==> config.mk <==
export PLATFORM = sky130hd
export DESIGN_NAME = psum_readout_address_generator_flat
export DESIGN_NICKNAME = d
export VERILOG_FILES = /design/src/rtl/psum_readout_address_generator_if.sv /design/src/rtl/psum_readout_address_generator.sv /design/src/flat_wrapper.sv
export SDC_FILE = /design/constraint.sdc
export NUM_CORES = 1
export LEC_CHECK = 0
export BUFFER_PORTS_ARGS = -buffer_cell sky130_fd_sc_hd__clkbuf_2
export CAP_MARGIN = 20
export CELL_PAD_IN_SITES_DETAIL_PLACEMENT = 0
export CELL_PAD_IN_SITES_GLOBAL_PLACEMENT = 1
export CORE_UTILIZATION = 46
export CTS_CLUSTER_DIAMETER = 60
export DETAILED_ROUTE_END_ITERATION = 10
export PLACE_DENSITY = 0.93
export SLEW_MARGIN = 20
export SYNTH_ARGS = -nofsm -noshare
export SYNTH_HDL_FRONTEND = slang
export SYNTH_SLANG_ARGS = --single-unit
==> constraint.sdc <==
create_clock -name clk -period 6.75 [get_ports clk]
set_input_delay 0.3375 -clock clk [delete_from_list [all_inputs] [get_ports clk]]
set_output_delay 0.3375 -clock clk [all_outputs]
set_load 0.02 [all_outputs]
==> src/rtl/psum_readout_address_generator_if.sv <==
// Bundles the psum readout control, scratchpad read port and output stream.
//   start / max_addr          : launch a readout of addresses 0..max_addr
//   busy / done               : readout in progress / one-cycle completion pulse
//   spad_ren / spad_raddr     : scratchpad read request
//   spad_rdata                : scratchpad read data, one cycle after spad_ren
//   out_valid / out_ready     : output stream handshake
//   out_data / out_last       : output word and last-word tag
//   spad_clr_we/spad_clr_addr : zeroing write port, only with PSUM_CLEAR_ON_READ_EN
// slave is the generator side, master is the surrounding system.
interface psum_readout_address_generator_if #(
    parameter int unsigned ADDR_WIDTH = 8,
    parameter int unsigned DATA_WIDTH = 16
);
    logic                  start;
    logic [ADDR_WIDTH-1:0] max_addr;
    logic                  busy;
    logic                  done;
    logic                  spad_ren;
    logic [ADDR_WIDTH-1:0] spad_raddr;
    logic [DATA_WIDTH-1:0] spad_rdata;
    logic                  out_valid;
    logic                  out_ready;
    logic [DATA_WIDTH-1:0] out_data;
    logic                  out_last;
`ifdef PSUM_CLEAR_ON_READ_EN
    logic                  spad_clr_we;
    logic [ADDR_WIDTH-1:0] spad_clr_addr;

    modport slave (
        input  start, max_addr, spad_rdata, out_ready,
        output busy, done, spad_ren, spad_raddr, out_valid, out_data, out_last,
        output spad_clr_we, spad_clr_addr
    );

    modport master (
        output start, max_addr, spad_rdata, out_ready,
        input  busy, done, spad_ren, spad_raddr, out_valid, out_data, out_last,
        input  spad_clr_we, spad_clr_addr
    );
`else
    modport slave (
        input  start, max_addr, spad_rdata, out_ready,
        output busy, done, spad_ren, spad_raddr, out_valid, out_data, out_last
    );

    modport master (
        output start, max_addr, spad_rdata, out_ready,
        input  busy, done, spad_ren, spad_raddr, out_valid, out_data, out_last
    );
`endif
endinterface

==> src/rtl/psum_readout_address_generator.sv <==
// Psum readout address generator.
// Walks the psum scratchpad from address 0 up to a max address latched at start,
// issues reads to the 1-cycle-latency SRAM and streams the words out on a
// valid/ready interface in ascending address order. A 2-entry buffer absorbs
// backpressure; reads are only issued while a buffer slot is guaranteed.
// Ports:
//   clk  : clock, rising edge
//   rst  : asynchronous reset, active high
//   bus  : psum_readout_address_generator_if.slave (control, SRAM read port,
//          output stream, optional clear port)
// Optional feature macro: PSUM_CLEAR_ON_READ_EN
//   When defined, every word read is zeroed in the scratchpad one cycle after
//   its read via spad_clr_we/spad_clr_addr (write data is zero, driven outside).
module psum_readout_address_generator #(
    parameter int unsigned ADDR_WIDTH = 8,
    parameter int unsigned DATA_WIDTH = 16
) (
    input  logic                                   clk,
    input  logic                                   rst,
    psum_readout_address_generator_if.slave        bus
);

    typedef enum logic [1:0] {
        IDLE  = 2'd0,
        ISSUE = 2'd1,
        DRAIN = 2'd2,
        DONE  = 2'd3
    } state_t;

    typedef struct packed {
        logic                  last;
        logic [DATA_WIDTH-1:0] data;
    } entry_t;

    state_t                state;
    logic [ADDR_WIDTH-1:0] addr;
    logic [ADDR_WIDTH-1:0] max_q;
    logic                  busy_q;
    logic                  done_q;

    // Read issued last cycle whose data is on spad_rdata now.
    logic                  inflight;
    logic                  inflight_last;

    // Two-entry buffer, ent0 is the head.
    entry_t                ent0;
    entry_t                ent1;
    logic                  v0;
    logic                  v1;
    entry_t                ent0_n;
    entry_t                ent1_n;
    logic                  v0_n;
    logic                  v1_n;

    logic [1:0]            occ;
    logic                  ren;
    logic                  at_max;
    logic                  head_valid;
    logic                  head_last;
    logic [DATA_WIDTH-1:0] head_data;
    logic                  xfer;
    logic                  pop_buf;
    logic                  push_buf;
    entry_t                push_ent;

    // Words owned by the block: buffered plus the one returning from the SRAM.
    assign occ    = 2'(v0) + 2'(v1) + 2'(inflight);

    // Credit check: only issue when the returning word is sure to find a slot.
    assign ren    = (state == ISSUE) && (occ < 2'd2);

    // Equality compare against the latched max, so max = all-ones never wraps.
    assign at_max = (addr == max_q);

    // With an empty buffer the returning word is presented directly; it is
    // captured into the buffer only if it is not accepted in that cycle.
    assign head_valid = v0 | inflight;
    assign head_data  = v0 ? ent0.data : (inflight ? bus.spad_rdata : '0);
    assign head_last  = v0 ? ent0.last : (inflight & inflight_last);

    assign xfer     = head_valid & bus.out_ready;
    assign pop_buf  = xfer & v0;
    assign push_buf = inflight & ~(xfer & ~v0);
    assign push_ent = '{last: inflight_last, data: bus.spad_rdata};

    // Control FSM, address counter and status outputs.
    always_ff @(posedge clk or posedge rst) begin
        if (rst) begin
            state         <= IDLE;
            addr          <= '0;
            max_q         <= '0;
            busy_q        <= 1'b0;
            done_q        <= 1'b0;
            inflight      <= 1'b0;
            inflight_last <= 1'b0;
        end else begin
            inflight      <= ren;
            inflight_last <= ren & at_max;
            done_q        <= 1'b0;
            case (state)
                IDLE: begin
                    if (bus.start) begin
                        state  <= ISSUE;
                        max_q  <= bus.max_addr;
                        addr   <= '0;
                        busy_q <= 1'b1;
                    end
                end
                ISSUE: begin
                    if (ren) begin
                        if (at_max) begin
                            state <= DRAIN;
                        end else begin
                            addr <= addr + ADDR_WIDTH'(1);
                        end
                    end
                end
                DRAIN: begin
                    // The max word is the last one issued, so its transfer
                    // leaves the buffer empty with nothing in flight.
                    if (xfer && head_last) begin
                        state  <= DONE;
                        done_q <= 1'b1;
                    end
                end
                DONE: begin
                    state  <= IDLE;
                    busy_q <= 1'b0;
                end
                default: begin
                    state <= IDLE;
                end
            endcase
        end
    end

    // Buffer next state: pop shifts the second entry forward, push fills the
    // first free slot, so a simultaneous pop and push preserves order.
    always_comb begin
        ent0_n = ent0;
        ent1_n = ent1;
        v0_n   = v0;
        v1_n   = v1;
        if (pop_buf) begin
            ent0_n = ent1;
            v0_n   = v1;
            v1_n   = 1'b0;
        end
        if (push_buf) begin
            if (!v0_n) begin
                ent0_n = push_ent;
                v0_n   = 1'b1;
            end else begin
                ent1_n = push_ent;
                v1_n   = 1'b1;
            end
        end
    end

    // Buffer storage.
    always_ff @(posedge clk or posedge rst) begin
        if (rst) begin
            ent0 <= '0;
            ent1 <= '0;
            v0   <= 1'b0;
            v1   <= 1'b0;
        end else begin
            ent0 <= ent0_n;
            ent1 <= ent1_n;
            v0   <= v0_n;
            v1   <= v1_n;
        end
    end

    assign bus.busy       = busy_q;
    assign bus.done       = done_q;
    assign bus.spad_ren   = ren;
    assign bus.spad_raddr = addr;
    assign bus.out_valid  = head_valid;
    assign bus.out_data   = head_data;
    assign bus.out_last   = head_last;

`ifdef PSUM_CLEAR_ON_READ_EN
    logic                  clr_we;
    logic [ADDR_WIDTH-1:0] clr_addr;

    // Zero each word the cycle after it was read so the next pass starts clean.
    always_ff @(posedge clk or posedge rst) begin
        if (rst) begin
            clr_we   <= 1'b0;
            clr_addr <= '0;
        end else begin
            clr_we   <= ren;
            clr_addr <= addr;
        end
    end

    assign bus.spad_clr_we   = clr_we;
    assign bus.spad_clr_addr = clr_addr;
`endif

endmodule

==> src/flat_wrapper.sv <==
// flat-port wrapper written by rule: the top's interface ports become plain ports
module psum_readout_address_generator_flat 
#(
    parameter int unsigned ADDR_WIDTH = 8,
    parameter int unsigned DATA_WIDTH = 16
)
  (clk, rst, bus_start, bus_max_addr, bus_spad_rdata, bus_out_ready, bus_busy, bus_done, bus_spad_ren, bus_spad_raddr, bus_out_valid, bus_out_data, bus_out_last);
  psum_readout_address_generator_if #(.ADDR_WIDTH(ADDR_WIDTH), .DATA_WIDTH(DATA_WIDTH)) bus_i ();
  input  logic clk;
  input  logic rst;
  input wire logic [$bits(bus_i.start)-1:0] bus_start;
  input wire logic [$bits(bus_i.max_addr)-1:0] bus_max_addr;
  input wire logic [$bits(bus_i.spad_rdata)-1:0] bus_spad_rdata;
  input wire logic [$bits(bus_i.out_ready)-1:0] bus_out_ready;
  output wire logic [$bits(bus_i.busy)-1:0] bus_busy;
  output wire logic [$bits(bus_i.done)-1:0] bus_done;
  output wire logic [$bits(bus_i.spad_ren)-1:0] bus_spad_ren;
  output wire logic [$bits(bus_i.spad_raddr)-1:0] bus_spad_raddr;
  output wire logic [$bits(bus_i.out_valid)-1:0] bus_out_valid;
  output wire logic [$bits(bus_i.out_data)-1:0] bus_out_data;
  output wire logic [$bits(bus_i.out_last)-1:0] bus_out_last;
  assign bus_i.start = bus_start;
  assign bus_i.max_addr = bus_max_addr;
  assign bus_i.spad_rdata = bus_spad_rdata;
  assign bus_i.out_ready = bus_out_ready;
  assign bus_busy = bus_i.busy;
  assign bus_done = bus_i.done;
  assign bus_spad_ren = bus_i.spad_ren;
  assign bus_spad_raddr = bus_i.spad_raddr;
  assign bus_out_valid = bus_i.out_valid;
  assign bus_out_data = bus_i.out_data;
  assign bus_out_last = bus_i.out_last;
  psum_readout_address_generator #(.ADDR_WIDTH(ADDR_WIDTH), .DATA_WIDTH(DATA_WIDTH)) u_core (.clk(clk), .rst(rst), .bus(bus_i));
endmodule
==> reports/summary.json, run 1 <==
{
  "finalHoldViolations": 0,
  "detail_placement_hpwl_um": 4030,
  "max_clock_freq_mhz": 337,
  "crit_type": "reg2reg",
  "worstReg2RegStart": "u_core.v0",
  "synth_top_cell_area_share": 0.490,
  "grt_remaining_overflow": 0,
  "route.antenna.remaining_nets": 0,
  "critical_path_arrival_ns": 3.16,
  "post-cts-setup-buffers": 0,
  "tns_ns": 0,
  "final_util": 0.578,
  "skew_ns": 0.00533,
  "rsz_0062_raised_after_global_routing": "false",
  "wire_per_inst_um": 13.8,
  "vias": 2283,
  "fin_crit_sh": 0.440,
  "synth_cells": 289,
  "synth.ff_latch_count": 58,
  "cts_resized": 0,
  "clk-insertion-delay-late_ns": 0.33,
  "antenna_found_initial": 0,
  "placed_instance_count": 410,
  "leading_cell_type_in_the_layout_fill_and_taps_excluded": "dfrtp_1",
  "vdd.ir_drop.worst_mv": 0.235,
  "tritoncts_clock_tree": "done",
  "power.share.combinational": 0.432,
  "cts.reportedPaths.clkPinSlew_ns": 0.07,
  "layout.cells.non_filler": 426,
  "seq_power_share": 0.381,
  "place.gp.congestion": 0.840,
  "netlist_top_cells_area": "dfrtp_1, mux2_2, mux2i_1",
  "worst_slew_pin_slew_ns": 0.978,
  "top_level_ports": 57,
  "fp.coreArea_um2": 6060,
  "synth.cell_area_um2": 2960,
  "timing.max_cap.violations": 0,
  "antennaDiodeCount": 0,
  "cts_root_buf": "clkbuf_8",
  "clk_path_buf_depth": 2,
  "finish.net_count": 381,
  "power.net_switching_uw": 692,
  "cell_leakage_power_uw": 0.00176,
  "nFillCells": 546,
  "worst_hold_path_type": "in2async",
  "cp_data_required_time_ns": 6.94,
  "die_height_um": 82.2,
  "drt_wl_total_um": 5890,
  "yosysUniqueCellTypes": 34,
  "power-per-cell-area_nw_per_um2": 484,
  "max_stage_delay_ns": 0.98,
  "crit_slowest_cell": "dfrtp_1",
  "grt_first_pass_wirelength_um": 9630,
  "timing.critical_path.from_type": "flop",
  "maxSlewViolCount": 0,
  "cts_max_level": 3,
  "setup_viol": 0,
  "port_buffers": 56,
  "cts.hold.buffers_added": 0,
  "total_power_uw": 1700,
  "drt_iter0_drc": 141,
  "floorplan.die.width_um": 82.2,
  "grt_pass1_vias": 2175,
  "cts_made_buffers": 9,
  "grt_use_total": 0.193,
  "post_dp_cell_area_um2": 3310,
  "cell_internal_pwr_uw": 1000,
  "yosysTopAreaCell": "dfrtp_1",
  "route.detailed.vias_per_inst": 5.36,
  "worst-path-max-fanout": 35,
  "fp.dieArea_um2": 6760,
  "highest_count_cells_in_the_layout_ignoring_fill_and_taps": "dfrtp_1, clkbuf_2, nand2_1",
  "status": "complete, no violations",
  "synth_edf_count": 0,
  "synth_fp_nets": 324,
  "cp-end-kind": "flop",
  "synthToLayoutAreaGrowth_pct": 18.2,
  "initial_core_utilization": 0.489,
  "clock_sink_count": 58,
  "timing.critical_path.from": "u_core.v0",
  "timing.critical_path.cells": "inv_1, ha_1, nor2b_1, nand2_1, mux2i_1, a21oi_1",
  "power.share.clock": 0.187,
  "power.share.switching": 0.408,
  "detailedRoute.firstPassIterationCount": 4,
  "finish.instance_area_um2": 3500,
  "final.min_clock_period_ns": 2.97,
  "most_instantiated_flip_flop_cell_in_the_synthesis_netlist": "dfrtp_1",
  "num_rows": 28,
  "yosysWarnings": 0,
  "slew_headroom": 0.347,
  "post_synth.cell_area_avg_um2": 10.2,
  "grt_max_degree": 59,
  "postSynth.asyncResetShare": 1.00,
  "drive_gt1_frac": 0.305,
  "detail_route.drc_violations": 0,
  "ys_seq_area_frac": 0.490
}
critical path: cells and delay by family (launching register included):
family                     cells  cell delay, ns
AOI/OAI and AO/OA              1            0.09
buffers and inverters          1            0.22
adders and majority gates      1            0.29
and+or+nand+nor                2            0.85
muxes                          1            0.38
DFF                            1            0.98
power by group through the flow:
stage	sequential, uW	combinational [uW]	clock [uW]
CTS	647	741	324
finish	646	732	317
global placement	643	717	0
floorplan	609	581	0
global route	669	821	340
detailed placement	653	739	0
cells in the mapped netlist, drive strengths merged (7+ instances only):
| cell | instances |
|---|---|
| a21oi | 24 |
| clkbuf | 9 |
| dfrtp | 58 |
| ha | 7 |
| inv | 8 |
| mux2 | 26 |
| mux2i | 22 |
| nand2 | 45 |
| nor2 | 26 |
| o21ai | 22 |
| xor2 | 8 |
cell families (layout without fill, tap and decap cells):
kind of cell,Yosys count,after routing,share of synthesized area
mux,48,48,0.173
fa+ha+maj,7,7,0.0296
xor+xnor,8,8,0.0237
buf+inv,20,82,0.0266
simple gates,87,87,0.136
compound gates,61,61,0.121
flops,58,58,0.490
state kept, by name, indices dropped and copies added, names as in the netlist, 2 cells and up:
signal                 flops
u_core.ent1               17
u_core.bus.spad_raddr      8
u_core.state               2
u_core.max_q               8
u_core.ent0               17
through the flow:
stage | setup slack (ns) | hold WS, ns
floorplan | 4.40 | 0.479
global placement | 3.85 | 0.487
detailed placement | 3.74 | 0.493
CTS | 3.75 | 0.207
global route | 3.48 | 0.227
finish | 3.78 | 0.174
routing by layer:
layer,share of wire,global-route usage,routed length [um],up-vias
met3,0.047,0.0440,277,13
li1,-,-,-,1114
met5,0,0,0,-
met1,0.46,0.232,2710,1092
met2,0.47,0.323,2780,64
met4,0.020,0.0947,116,0
layout make-up:
cell class / count / area (um2) / area share
inverters: 8 / 30.0 / 0.00858
well taps: 75 / 93.8 / 0.0268
multi-input cells: 211 / 1440 / 0.410
repair buffers: 58 / 295 / 0.0843
clock buffers: 11 / 141 / 0.0404
flip-flops and latches: 58 / 1450 / 0.415
clock inverters: 5 / 53.8 / 0.0154
path summary, 6_finish.rpt:
check / to / slack (ns) / cells past startpoint
max: u_core.ent0[10] / 3.78 / 6
min: u_core.max_q[4] / 0.17 / 3
max reg2reg: u_core.ent0[10] / 3.78 / 6
min reg2reg: u_core.ent1[10] / 0.51 / 1
max in group asynchronous: u_core.ent0[9] / 6.09 / 3
min in group clk: u_core.max_q[0] / 0.24 / 2
(Power assumes the default switching activity.)
==> run 2: changes to the inputs <==
- CORE_UTILIZATION: 46 -> 42
- PLACE_DENSITY: 0.93 -> 0.87
- clock period: 6.75 -> 3.1 ns (I/O delays scaled with it)
==> run 2 against run 1 <==
Effect of this change:
- the flow now finishes with violations (negative hold slack)
- utilization fell by 5.7 points
- clock power rose by 95%
- critical path type unchanged
- first-iteration DRC count fell by 43%
- worst hold slack got worse by 0.18 ns
==> reports/summary.json, run 2 (synthesis gave the netlist of run 1 again) <==
{
  "finish.net_count": {"value": 385, "change": "+1.0%"},
  "cell_leakage_power": {"value": 0.00177, "unit": "uW", "change": "+0.34%"},
  "final_util": {"value": 0.521, "change": "-0.0566"},
  "setup_viol": {"value": 0, "change": "unchanged"},
  "fp.coreArea": {"value": 6790, "unit": "um2", "change": "+12%"},
  "skew": {"value": 0.00739, "unit": "ns", "change": "+0.00206 ns"},
  "seq_power_share": {"value": 0.367, "change": "-0.014"},
  "crit_type": "reg2reg",
  "cts_max_level": {"value": 3, "change": "unchanged"},
  "power.share.switching": {"value": 0.409, "change": "about the same"},
  "total_power": {"value": 3640, "unit": "uW", "change": "+110%"},
  "top_level_ports": {"value": 57, "change": "unchanged"},
  "worst-path-max-fanout": {"value": 8, "change": "-77%"},
  "slew_headroom": {"value": 0.424, "change": "+0.0773"},
  "fp.dieArea": {"value": 7390, "unit": "um2", "change": "+9.3%"},
  "fin_crit_sh": {"value": 0.659, "change": "+0.220"},
  "grt_max_degree": {"value": 44, "change": "-25%"},
  "power.net_switching": {"value": 1490, "unit": "uW", "change": "+120%"},
  "drive_gt1_frac": {"value": 0.312, "change": "+0.00677"},
  "cts_root_buf": "clkbuf_8",
  "cp_data_required_time": {"value": 3.31, "unit": "ns", "change": "-3.63 ns"},
  "cts_made_buffers": {"value": 9, "change": "unchanged"},
  "post-cts-setup-buffers": {"value": 0, "change": "unchanged"},
  "num_rows": {"value": 30, "change": "+7.1%"},
  "die_height": {"value": 86.0, "unit": "um", "change": "+4.5%"},
  "route.detailed.vias_per_inst": {"value": 5.00, "change": "-6.7%"},
  "clk-insertion-delay-late": {"value": 0.33, "unit": "ns", "change": "about the same"},
  "wire_per_inst": {"value": 13.4, "unit": "um", "change": "-3.3%"},
  "power.share.clock": {"value": 0.170, "change": "-0.017"},
  "timing.max_cap.violations": {"value": 0, "change": "unchanged"},
  "cts.hold.buffers_added": {"value": 0, "change": "unchanged"},
  "detail_route.drc_violations": {"value": 0, "change": "unchanged"},
  "power-per-cell-area": {"value": 1030, "unit": "nW/um2", "change": "+110%"},
  "tritoncts_clock_tree": "done",
  "tns": {"value": 0, "unit": "ns", "change": "unchanged"},
  "max_clock_freq": {"value": 489, "unit": "MHz", "change": "+45%"},
  "cts_resized": {"value": 0, "change": "unchanged"},
  "rsz_0062_raised_after_global_routing": "false",
  "leading_cell_type_in_the_layout_fill_and_taps_excluded": "dfrtp_1",
  "nFillCells": {"value": 633, "change": "+16%"},
  "status": "finished with violations",
  "maxSlewViolCount": {"value": 0, "change": "unchanged"},
  "highest_count_cells_in_the_layout_ignoring_fill_and_taps": "dfrtp_1, clkbuf_2, nand2_1",
  "detail_placement_hpwl": {"value": 4340, "unit": "um", "change": "+7.6%"},
  "clk_path_buf_depth": {"value": 2, "change": "unchanged"},
  "clock_sink_count": {"value": 58, "change": "unchanged"},
  "worstReg2RegStart": "u_core.bus.spad_raddr[2]",
  "grt_first_pass_wirelength": {"value": 10200, "unit": "um", "change": "+6.0%"},
  "grt_use_total": {"value": 0.178, "change": "-0.0141"},
  "cts.reportedPaths.clkPinSlew": {"value": 0.06, "unit": "ns", "change": "about the same"},
  "timing.critical_path.from": "u_core.bus.spad_raddr[2]",
  "initial_core_utilization": {"value": 0.436, "change": "-0.0527"},
  "whs": {"value": -0.00738, "unit": "ns", "change": "-0.182 ns"},
  "finalHoldViolations": {"value": 10, "change": "+10"},
  "cp-end-kind": "flop",
  "grt_pass1_vias": {"value": 2205, "change": "+1.4%"},
  "power.share.combinational": {"value": 0.463, "change": "+0.031"},
  "cell_internal_pwr": {"value": 2150, "unit": "uW", "change": "+110%"},
  "port_buffers": {"value": 56, "change": "unchanged"},
  "grt_remaining_overflow": {"value": 0, "change": "unchanged"},
  "drt_iter0_drc": {"value": 80, "change": "-43%"},
  "synthToLayoutAreaGrowth_pct": 19.5,
  "worst_hold_path_type": "in2async",
  "reg.largest.list": "u_core.ent0 x17, u_core.ent1 x17",
  "final.min_clock_period": {"value": 2.04, "unit": "ns", "change": "-0.924 ns"},
  "route.antenna.remaining_nets": {"value": 0, "change": "unchanged"},
  "vias": {"value": 2246, "change": "-1.6%"},
  "floorplan.die.width": {"value": 86.0, "unit": "um", "change": "+4.5%"},
  "violations": "negative hold slack",
  "timing.critical_path.from_type": "flop",
  "worst_slew_pin_slew": {"value": 0.863, "unit": "ns", "change": "-0.115 ns"},
  "vdd.ir_drop.worst": {"value": 0.376, "unit": "mV", "change": "+60%"},
  "place.gp.congestion": {"value": 0.759, "change": "-9.7%"},
  "critical_path_arrival": {"value": 2.25, "unit": "ns", "change": "-0.91 ns"},
  "antennaDiodeCount": {"value": 0, "change": "unchanged"},
  "drt_wl_total": {"value": 6000, "unit": "um", "change": "+1.9%"},
  "antenna_found_initial": {"value": 0, "change": "unchanged"},
  "detailedRoute.firstPassIterationCount": {"value": 4, "change": "unchanged"}
}
[run 2: changes by cell type in the layout (fill, tap and decap cells not counted), sizes merged]
cell / delta
buf: +4
clkbuf: +1
bufinv: -1
clkinv: -3
clkinvlp: +1
[run 2: power groups by stage]
stage	sequential [uW]	clock [uW]	combinational (uW)
2_1_floorplan	1330	0	1270
3_3_place_gp	1340	0	1660
3_5_place_dp	1360	0	1700
4_1_cts	1340	640	1710
5_1_grt	1380	670	1880
6_report	1340	618	1690
[run 2: worst max-delay path, cell delays in order, from the launching register on]
cell and delay (ns):
dfrtp_1 0.47, xor2_1 0.22, nor4_4 0.48, nand2_4 0.13
a211oi_2 0.29, mux2_1 0.34
[run 2: path summary, 6_finish.rpt]
| check | to | slack, ns | cells after the start |
|---|---|---|---|
| max | u_core.state[1] | 1.06 | 5 |
| min | u_core.ent0[12] | -0.007 | 2 |
| max reg2reg | u_core.state[1] | 1.06 | 5 |
| min reg2reg | u_core.ent1[2] | 0.50 | 1 |
| max in group asynchronous | u_core.max_q[3] | 2.36 | 3 |
| min in group clk | u_core.max_q[4] | 0.06 | 2 |
[run 2: area by class of cell]
cell class                 count  area, um2  share of cell area
clock buffer                  12        165              0.0467
clock inverter                 2       12.5             0.00353
inverter                       8       30.0             0.00848
multi-input combinational    211       1440               0.405
sequential                    58       1450               0.410
tap                           96        120              0.0339
timing repair buffer          62        325              0.0919
[run 2: metal layers]
| metal | track usage | up-vias | part of all wire |
|---|---|---|---|
| met4 | 0.0758 | 0 | 0.017 |
| met5 | 0 | - | 0 |
| li1 | - | 1121 | - |
| met2 | 0.290 | 54 | 0.47 |
| met3 | 0.0433 | 10 | 0.039 |
| met1 | 0.227 | 1061 | 0.47 |
[run 2: per-stage QoR]
| step | instance area [um2] | instances | hold WS [ns] | setup slack (ns) |
|---|---|---|---|---|
| floorplan | 2960 | 289 | 0.306 | 0.752 |
| global placement | 3360 | 435 | 0.382 | 1.03 |
| detailed placement | 3360 | 435 | 0.382 | 1.06 |
| CTS | 3540 | 449 | 0.0196 | 1.04 |
| global route | 3540 | 449 | 0.0529 | 0.903 |
| finish | 3540 | 449 | -0.00738 | 1.06 |
==> run 3: changes to the inputs <==
- CORE_UTILIZATION: 42 -> 38
- PLACE_DENSITY: 0.87 -> 0.83
- clock period: 3.1 -> 1.7 ns (I/O delays scaled with it)
==> run 3 against run 2 <==
Effect of this change:
- the flow finishes with violations (negative setup slack)
- utilization is 3.3 points higher
- total power is 120% higher
- via count is 8.5% higher
- non-clock buffer count is 45 higher
- die area is 10% higher
- largest power group unchanged
- highest routed layer unchanged
==> reports/summary.json, run 3 (synthesis gave the netlist of run 1 again) <==
{
  "fp.dieArea": {"value": 8150, "unit": "um2", "change": "+10%"},
  "cp_data_required_time": {"value": 1.92, "unit": "ns", "change": "-1.39 ns"},
  "power-per-cell-area": {"value": 1910, "unit": "nW/um2", "change": "+86%"},
  "grt_use_total": {"value": 0.175, "change": "-0.00384"},
  "worstReg2RegStart": "u_core.v0",
  "cts.reportedPaths.clkPinSlew": {"value": 0.07, "unit": "ns", "change": "about the same"},
  "drive_gt1_frac": {"value": 0.428, "change": "+0.116"},
  "port_buffers": {"value": 56, "change": "unchanged"},
  "cts_root_buf": "clkbuf_8",
  "max_clock_freq": {"value": 567, "unit": "MHz", "change": "+16%"},
  "nFillCells": {"value": 683, "change": "+7.9%"},
  "route.antenna.remaining_nets": {"value": 0, "change": "unchanged"},
  "timing.max_cap.violations": {"value": 0, "change": "unchanged"},
  "drt_iter0_drc": {"value": 148, "change": "+85%"},
  "antennaDiodeCount": {"value": 0, "change": "unchanged"},
  "final.min_clock_period": {"value": 1.76, "unit": "ns", "change": "-0.280 ns"},
  "die_height": {"value": 90.3, "unit": "um", "change": "+5.0%"},
  "initial_core_utilization": {"value": 0.400, "change": "-0.0361"},
  "antenna_found_initial": {"value": 0, "change": "unchanged"},
  "layout.cells.non_filler": {"value": 499, "change": "+11%"},
  "top_level_ports": {"value": 57, "change": "unchanged"},
  "status": "finished with violations",
  "grt_max_degree": {"value": 59, "change": "+34%"},
  "fin_crit_sh": {"value": 1.04, "change": "+0.379"},
  "total_power": {"value": 7850, "unit": "uW", "change": "+120%"},
  "cp-end-kind": "flop",
  "clk_path_buf_depth": {"value": 2, "change": "unchanged"},
  "detailedRoute.firstPassIterationCount": {"value": 4, "change": "unchanged"},
  "num_rows": {"value": 31, "change": "+3.3%"},
  "vdd.ir_drop.worst": {"value": 0.897, "unit": "mV", "change": "+140%"},
  "setup_viol": {"value": 1, "change": "+1"},
  "placed_instance_count": {"value": 467, "change": "+7.4%"},
  "worst_hold_path_type": "in2reg",
  "timing.critical_path.from_type": "flop",
  "route.detailed.vias_per_inst": {"value": 4.88, "change": "-2.4%"},
  "worst_hold_startpoint": "bus_spad_rdata[6]",
  "tns": {"value": -0.0647, "unit": "ns", "change": "-0.0647 ns"},
  "cts_max_level": {"value": 3, "change": "unchanged"},
  "finalHoldViolations": {"value": 0, "change": "-10"},
  "final_critical_path_setup_slack": {"value": -0.0647, "unit": "ns", "change": "-1.12 ns"},
  "detail_route.drc_violations": {"value": 0, "change": "unchanged"},
  "clk-insertion-delay-late": {"value": 0.34, "unit": "ns", "change": "about the same"},
  "detail_placement_hpwl": {"value": 4640, "unit": "um", "change": "+7.0%"},
  "finish.net_count": {"value": 430, "change": "+12%"},
  "cts_made_buffers": {"value": 9, "change": "unchanged"},
  "synthToLayoutAreaGrowth_pct": 38.7,
  "fp.coreArea": {"value": 7410, "unit": "um2", "change": "+9.0%"},
  "tritoncts_clock_tree": "done",
  "skew": {"value": 0.00470, "unit": "ns", "change": "-0.00269 ns"},
  "clock_sink_count": {"value": 58, "change": "unchanged"},
  "drt_wl_total": {"value": 6670, "unit": "um", "change": "+11%"},
  "crit_type": "reg2reg",
  "highest_count_cells_in_the_layout_ignoring_fill_and_taps": "clkbuf_2, dfrtp_1, nand2_1",
  "rsz_0062_raised_after_global_routing": "true",
  "violations": "negative setup slack",
  "whs": {"value": 0.0140, "unit": "ns", "change": "+0.0214 ns"},
  "timing.critical_path.from": "u_core.v0",
  "critical_path_arrival": {"value": 1.99, "unit": "ns", "change": "-0.26 ns"},
  "wire_per_inst": {"value": 13.4, "unit": "um", "change": "about the same"},
  "floorplan.die.width": {"value": 90.3, "unit": "um", "change": "+5.0%"},
  "slew_headroom": {"value": 0.746, "change": "+0.323"},
  "cell_leakage_power": {"value": 0.00204, "unit": "uW", "change": "+16%"},
  "reg.largest.list": "u_core.ent0 x17, u_core.ent1 x17",
  "vias": {"value": 2436, "change": "+8.5%"},
  "grt_pass1_vias": {"value": 2386, "change": "+8.2%"},
  "maxSlewViolCount": {"value": 0, "change": "unchanged"},
  "worst_slew_pin_slew": {"value": 0.380, "unit": "ns", "change": "-0.483 ns"},
  "grt_first_pass_wirelength": {"value": 11200, "unit": "um", "change": "+9.6%"},
  "worst-path-max-fanout": {"value": 4, "change": "-4"},
  "grt_remaining_overflow": {"value": 0, "change": "unchanged"},
  "place.gp.congestion": {"value": 0.863, "change": "+14%"}
}
==> run 3: cell types whose count changed in the layout (fill, tap and decap cells not counted), moves of 3 or more <==
cell	change
nand2_1	-3
nor2_1	-4
nand2_2	+3
buf_12	+4
o21ai_0	-3
dfrtp_1	-4
inv_1	-3
dfrtp_2	+4
buf_4	+31
dlygate4sd3_1	+9
==> run 3: area by class of cell <==
| type | count | area (um2) | share of cell area |
|---|---|---|---|
| Inverter | 8 | 36.3 | 0.00884 |
| Clock buffer | 11 | 141 | 0.0344 |
| Multi-Input combinational cell | 211 | 1520 | 0.371 |
| Sequential cell | 58 | 1460 | 0.355 |
| Tap cell | 99 | 124 | 0.0302 |
| Timing Repair Buffer | 107 | 749 | 0.183 |
| Clock inverter | 5 | 77.6 | 0.0189 |
==> run 3: per-stage QoR <==
stage          worst slack (ns)  utilization  cell area, um2
4_1_cts                 -0.0525        0.542            4010
5_1_grt                  -0.141        0.554            4110
3_5_place_dp            -0.0965        0.495            3670
6_report                -0.0647        0.554            4110
3_3_place_gp            -0.0458        0.495            3670
2_1_floorplan            -0.235            -            3030
==> run 3: worst paths after layout <==
check,end,slack (ns),cells past startpoint
setup / recovery,u_core.state[1],-0.06,6
hold / removal,u_core.ent1[6],0.01,2
setup reg to reg,u_core.state[1],-0.06,6
hold reg to reg,u_core.ent1[3],0.51,1
max in group asynchronous,u_core.inflight,1.10,4
min in group asynchronous,u_core.ent0[1],0.32,4
==> run 3: worst max-delay path, stage by stage (launching register included) <==
cell and delay (ns):
dfrtp_1 0.42, inv_2 0.09, ha_4 0.19, a21o_1 0.17, a21o_2 0.25, a211oi_4 0.20
mux2_4 0.32
==> run 3: timing repair <==
action	4_1_cts	5_1_grt
hold endpoints to repair	66	0
buffers inserted	1	6
resized for setup	9	17
hold buffers	9	0
pin swaps	2	4
endpoints found under the setup margin	14	34
==> run 3: where the power goes <==
group          internal [uW]  switching [uW]  total, uW
Combinational           1910            2120       4040
Sequential              2020             375       2400
Clock                    860             560       1420
Total                   4800            3060       7850
==> run 3: metal layers <==
| metal | global-route usage | wire [um] | up-vias |
|---|---|---|---|
| li1 | - | - | 1211 |
| met1 | 0.227 | 3020 | 1164 |
| met5 | 0 | 0 | - |
| met2 | 0.285 | 3310 | 50 |
| met3 | 0.0345 | 224 | 11 |
| met4 | 0.0726 | 110 | 0 |
